**src/rtl/vxc_pkg.sv**
```systemverilog
// Shared definitions for the vxc row sequencer: default sizes, FSM state
// encoding and helpers for chunk count and last-chunk lane masking.
package vxc_pkg;

  localparam int VXC_EW     = 32;
  localparam int VXC_NI     = 8;
  localparam int VXC_NOE    = 16;
  localparam int VXC_MAX_NI = 64;

  typedef enum logic [1:0] {
    IDLE,
    ISSUE,
    DRAIN,
    DONE
  } vxc_state_e;

  function automatic int chunk_count(input int noe, input int ni);
    return (noe + ni - 1) / ni;
  endfunction

  // Lanes that carry real elements in the final chunk; all lanes when NI divides NOE.
  function automatic logic [VXC_MAX_NI-1:0] last_lane_mask(input int noe, input int ni);
    int lanes;
    lanes = noe % ni;
    if (lanes == 0) lanes = ni;
    last_lane_mask = '0;
    for (int j = 0; j < VXC_MAX_NI; j++) begin
      if (j < lanes) last_lane_mask[j] = 1'b1;
    end
  endfunction

endpackage

```
**src/rtl/vxc_inflight_tracker.sv**
```systemverilog
// Valid/index delay line that follows each issued chunk through memory read
// and datapath latency; clear drops everything in flight.
module vxc_inflight_tracker #(
  parameter int DEPTH = 5,
  parameter int IW    = 8
) (
  input  logic             clk,
  input  logic             clear,
  input  logic             in_vld,
  input  logic [IW-1:0]    in_idx,
  output logic [DEPTH-1:0] vld,
  output logic [IW-1:0]    head_idx,
  output logic [IW-1:0]    tail_idx
);

  logic [DEPTH-1:0] vld_p;
  logic [IW-1:0]    idx_p [DEPTH];

  always_ff @(posedge clk) begin
    if (clear) vld_p <= '0;
    else       vld_p <= {vld_p[DEPTH-2:0], in_vld};
  end

  always_ff @(posedge clk) begin
    idx_p[0] <= in_idx;
    for (int i = 1; i < DEPTH; i++) idx_p[i] <= idx_p[i-1];
  end

  assign vld      = vld_p;
  assign head_idx = idx_p[0];
  assign tail_idx = idx_p[DEPTH-1];

endmodule

```
**src/rtl/vxc_row_sequencer.sv**
```systemverilog
// Streams one vector pair chunk-by-chunk into the vxc datapath and writes results back.
// Optional VXC_SEQ_CYCLE_COUNT_EN adds a run_cycles busy-cycle counter output.
module vxc_row_sequencer
  import vxc_pkg::*;
#(
  parameter int NOE = VXC_NOE,
  parameter int NI  = VXC_NI,
  parameter int EW  = VXC_EW,
  parameter int LAT = 4,
  parameter int AW  = 8
) (
  input  logic             clk,
  input  logic             reset,
  input  logic             start,
  input  logic             op_in,
  input  logic [EW-1:0]    constant_in,
  input  logic [AW-1:0]    base_addr,
  output logic             busy,
  output logic             done,
  output logic [AW-1:0]    a_rd_addr,
  output logic [AW-1:0]    b_rd_addr,
  input  logic [EW*NI-1:0] a_rd_data,
  input  logic [EW*NI-1:0] b_rd_data,
  output logic [EW*NI-1:0] dp_first,
  output logic [EW*NI-1:0] dp_second,
  output logic [EW-1:0]    dp_constant,
  output logic             dp_op,
  input  logic [EW*NI-1:0] dp_result,
  output logic             wr_en,
  output logic [AW-1:0]    wr_addr,
  output logic [NI-1:0]    wr_mask
`ifdef VXC_SEQ_CYCLE_COUNT_EN
  ,
  output logic [31:0]      run_cycles
`endif
);

  localparam int                    CHUNKS        = chunk_count(NOE, NI);
  localparam int                    DEPTH         = LAT + 1;
  localparam logic [VXC_MAX_NI-1:0] LAST_MASK_ALL = last_lane_mask(NOE, NI);
  localparam logic [NI-1:0]         LAST_MASK     = LAST_MASK_ALL[NI-1:0];
  localparam logic [AW-1:0]         LAST_K        = AW'(CHUNKS - 1);

  vxc_state_e       state, state_nx;
  logic [AW-1:0]    chunk_k, base_q;
  logic             op_q;
  logic [EW-1:0]    const_q;
  logic             issue, accept;
  logic [DEPTH-1:0] trk_vld;
  logic [AW-1:0]    head_idx, tail_idx;
  logic [NI-1:0]    head_lanes;
  logic             unused_dp_result;

  assign issue  = (state == ISSUE);
  assign accept = (state == IDLE) && start;

  always_ff @(posedge clk) begin
    if (reset) state <= IDLE;
    else       state <= state_nx;
  end

  always_comb begin
    state_nx = state;
    case (state)
      IDLE:  if (start) state_nx = ISSUE;
      ISSUE: if (chunk_k == LAST_K) state_nx = DRAIN;
      // Only the tail may still be valid: it writes this cycle and leaves the tracker empty.
      DRAIN: if (~|trk_vld[DEPTH-2:0]) state_nx = DONE;
      DONE:  state_nx = IDLE;
      default: state_nx = IDLE;
    endcase
  end

  always_ff @(posedge clk) begin
    if (reset) begin
      chunk_k <= '0;
      base_q  <= '0;
      op_q    <= 1'b0;
      const_q <= '0;
    end else if (accept) begin
      chunk_k <= '0;
      base_q  <= base_addr;
      op_q    <= op_in;
      const_q <= constant_in;
    end else if (issue) begin
      chunk_k <= chunk_k + 1'b1;
    end
  end

  vxc_inflight_tracker #(
    .DEPTH (DEPTH),
    .IW    (AW)
  ) u_tracker (
    .clk      (clk),
    .clear    (reset),
    .in_vld   (issue),
    .in_idx   (chunk_k),
    .vld      (trk_vld),
    .head_idx (head_idx),
    .tail_idx (tail_idx)
  );

  assign a_rd_addr = issue ? base_q + chunk_k : '0;
  assign b_rd_addr = issue ? base_q + chunk_k : '0;

  // Operand stage: read data of the head chunk, padding lanes zeroed.
  assign head_lanes = trk_vld[0] ? ((head_idx == LAST_K) ? LAST_MASK : '1) : '0;

  always_comb begin
    dp_first  = '0;
    dp_second = '0;
    for (int j = 0; j < NI; j++) begin
      if (head_lanes[j]) begin
        dp_first[EW*(NI-j)-1 -: EW]  = a_rd_data[EW*(NI-j)-1 -: EW];
        dp_second[EW*(NI-j)-1 -: EW] = b_rd_data[EW*(NI-j)-1 -: EW];
      end
    end
  end

  assign dp_op       = op_q;
  assign dp_constant = const_q;

  // Write stage: tail of the tracker lines up with dp_result.
  assign wr_en   = trk_vld[DEPTH-1];
  assign wr_addr = wr_en ? base_q + tail_idx : '0;
  assign wr_mask = wr_en ? ((tail_idx == LAST_K) ? LAST_MASK : '1) : '0;

  assign busy = (state == ISSUE) || (state == DRAIN);
  assign done = (state == DONE);

  // Result data goes straight from the datapath to the result memory.
  assign unused_dp_result = ^dp_result;

`ifdef VXC_SEQ_CYCLE_COUNT_EN
  always_ff @(posedge clk) begin
    if (reset)       run_cycles <= '0;
    else if (accept) run_cycles <= '0;
    else if (busy)   run_cycles <= run_cycles + 32'd1;
  end
`endif

endmodule

```
**config.mk**
```make
export PLATFORM = sky130hd
export DESIGN_NAME = vxc_row_sequencer
export DESIGN_NICKNAME = d
export VERILOG_FILES = /design/src/rtl/vxc_pkg.sv /design/src/rtl/vxc_inflight_tracker.sv /design/src/rtl/vxc_row_sequencer.sv
export SDC_FILE = /design/constraint.sdc
export NUM_CORES = 1
export LEC_CHECK = 0
export ABC_AREA = 1
export BUFFER_PORTS_ARGS = -buffer_cell sky130_fd_sc_hd__buf_2
export CORE_AREA = 3 3 538 540
export CTS_CLUSTER_DIAMETER = 40
export DETAILED_ROUTE_END_ITERATION = 7
export DIE_AREA = 0 0 541 543
export PLACE_DENSITY = 0.3
export SLEW_MARGIN = 20
export SYNTH_ARGS = -nofsm -noshare
export SYNTH_HDL_FRONTEND = slang
export SYNTH_HIERARCHICAL = 1
export SYNTH_SLANG_ARGS = --single-unit
```
**constraint.sdc**
```tcl
create_clock -name clk -period 1.85 [get_ports clk]
set_clock_uncertainty 0.05 [all_clocks]
set_input_delay 0.37 -clock clk [delete_from_list [all_inputs] [get_ports clk]]
set_output_delay 0.37 -clock clk [all_outputs]
set_load 0.03 [all_outputs]
```
==> results.toml <==
[cts]
insertion_delay_ns = 0.41
numCtsBuffers = 9
clk_path_buf_depth = 2
cts_sinks = 96
clk_pin_slew_ns = 0.08
ctsHoldBuffers = 0
cts.htree.levels = 3
cts_root_buffer = "clkbuf_16"
cts_tree = "done"

[grt]
first_global_vias = 14706
grt_overflow = 0
grtUsageTotal_pct = 11.8
grt_max_degree = 36
antenna_found_initial = 290
grt_pass1_wl_um = 210000

[sta]
slew_viol_final = 0
period_needed_ns = 2.37
max_freq_mhz = 421
fin_crit_sh_pct = 128
setup_ws_ns = -0.523
setup_violations = 543
worst_pin_slew_ns = 0.622
slew_headroom_pct = 58.5
rsz0062_at_grt = "yes"
finalHoldViolations = 0
setup_tns_ns = -186.82
hold-worst-slack_ns = 0.156

[worst_setup_path]
crit_type = "reg -> out"
cp-end-kind = "output pin"
cp-start-kind = "flop"
worst_r2r_endpoint = "chunk_k[7]"
cp_slowest_stage_delay_ns = 0.36
critPathRequiredTime_ns = 1.43
worstReg2RegStart = "state[0]"
r2r_cells = 7
crit_chain = "buf_6 > ha_4 > nand2_2 > nor3_2 > nor2_2 > nand2_1 > nand2_2 > nor2_4 > buf_6"
r2r_setup_slack_ns = 0.10
arrival_ns = 1.95
crit_fanout = 4
cp_slowest_cell = "dfxtp_4"

[final_layout]
drive_gt1_share_pct = 66.5
nFillCells = 33200
area_delta_synth_final_pct = 257
fin_cells = 6586
final_net_count = 3615
final_cell_area_sq_um = 28300

[synth]
yosys_warnings = 6
syn_area_sq_um = 7930
syn_nets = 2388
syn_area_per_cell_sq_um = 5.10
synthCells = 1553

[pwr]
p_per_area_nw_per_um2 = 948
p_leak_uw = 0.0155
ir_worst_vdd_uv = 924

[detailed_routing]
drtIter0Drc = 711
drc = 0
post_drt_wl_per_cell_um = 28.4
antenna_left = 0
finalWirelength_um = 187000
dr.pass1.iters = 5
viasPerCell = 2.34
num_vias = 15394

[floorplanning]
core_region_area_sq_um = 285000
die-area_sq_um = 294000
fp.dieH_um = 543
ioPinCount = 1392
die_w_um = 541
num_rows = 196
initial_core_util_pct = 2.78

[status]
failed_checks = "negative setup slack"
status = "finished, violations left"

[run]
max_cap_viol_count = 0

[placement]
dpl.hpwl_um = 170000
place.gp.congestion = 0.855
placed_cells = 6426
dp_slack_ns = -0.272
place_area_sq_um = 22300
port-buffer-count = 1135

[min_path]
min_path_type = "in -> reg"
worstHoldStart = "constant_in[12]"
hold_depth = 3
worstHoldEndpoint = "dp_constant[12]"
## placed cells by master, fill, tap and decap left out, types with 5 or more instances in the layout
cell       count
a21oi_2        8
buf_8         30
dfxtp_4        7
inv_4         66
diode_2       39
clkbuf_16     39
a21oi_4        7
nand2_2       62
buf_6        197
dfxtp_2        6
buf_4         87
buf_2        659
o21ai_2        6
nand2_8       15
nor2_1       105
o21ai_0       35
nand2_4      143
ha_1           6
nand2_1      348
inv_1        328
buf_12       286
inv_2        162
a21oi_1        8
dfxtp_1       83
nor2_4         9
ha_4          15
buf_16        20
o21ai_1       10
nor2_2         5
## how the worst max path moves through the flow
stage,slack [ns],cells after the start,end,startpoint
floorplan,-0.15,8,b_rd_addr[6],chunk_k[0]
global placement,-0.33,9,wr_addr[6],base_q[0]
detailed placement,-0.27,9,wr_addr[6],base_q[0]
CTS,-0.55,8,wr_addr[4],base_q[0]
global route,-0.62,9,a_rd_addr[6],base_q[2]
finish,-0.52,9,a_rd_addr[6],base_q[2]
## report_power, final
| group | total, uW | switching [uW] | internal [uW] |
|---|---|---|---|
| sequential | 2700 | 261 | 2430 |
| clock | 2090 | 1110 | 971 |
| combinational | 22100 | 13000 | 9040 |
| total | 26800 | 14400 | 12400 |
## state kept, by name, summed over array words and instances, names as in the netlist
name and cells:
u_tracker/vld 5, state 2, base_q 8, u_tracker/idx_p 40
chunk_k 8, dp_constant 32, dp_op 1
## through the flow
stage / total power (uW) / utilization [%]
finish: 26800 / 9.94
global route: 28400 / 9.93
CTS: 23500 / 8.50
detailed placement: 19500 / 7.82
global placement: 19500 / 7.82
floorplan: 9460 / -
## cell type report
class	count	area (sq um)	share of cell area, %
sequential	96	1960	6.91
tap	3762	4710	16.6
multi-input combinational	805	5320	18.8
clock buffer	9	225	0.795
timing repair buffer	1310	13700	48.2
clock inverter	7	81.3	0.287
inverter	558	2270	8.02
antenna	39	97.6	0.345
## critical path, delay by kind of cell, from the launching register on
family	cells	cell delay [ns]
simple gates	6	0.61
flops	1	0.36
fa+ha+maj	1	0.30
buf+inv	2	0.26
## metal layers
layer	routed length, um	GRT usage, %	vias to the layer above
li1	-	-	6668
met1	67600	12.3	6884
met2	81600	18.4	1268
met3	30800	8.96	520
met4	7000	3.20	54
met5	387	0	-
## repair_timing
item / in CTS / in global routing
buffers inserted: 21 / 43
setup endpoints to repair: 543 / 546
pin swaps: 20 / 28
endpoints found under the hold margin: 0 / 0
cloned: 11 / 35
resized for setup: 358 / 1068
(Power assumes the default switching activity.)
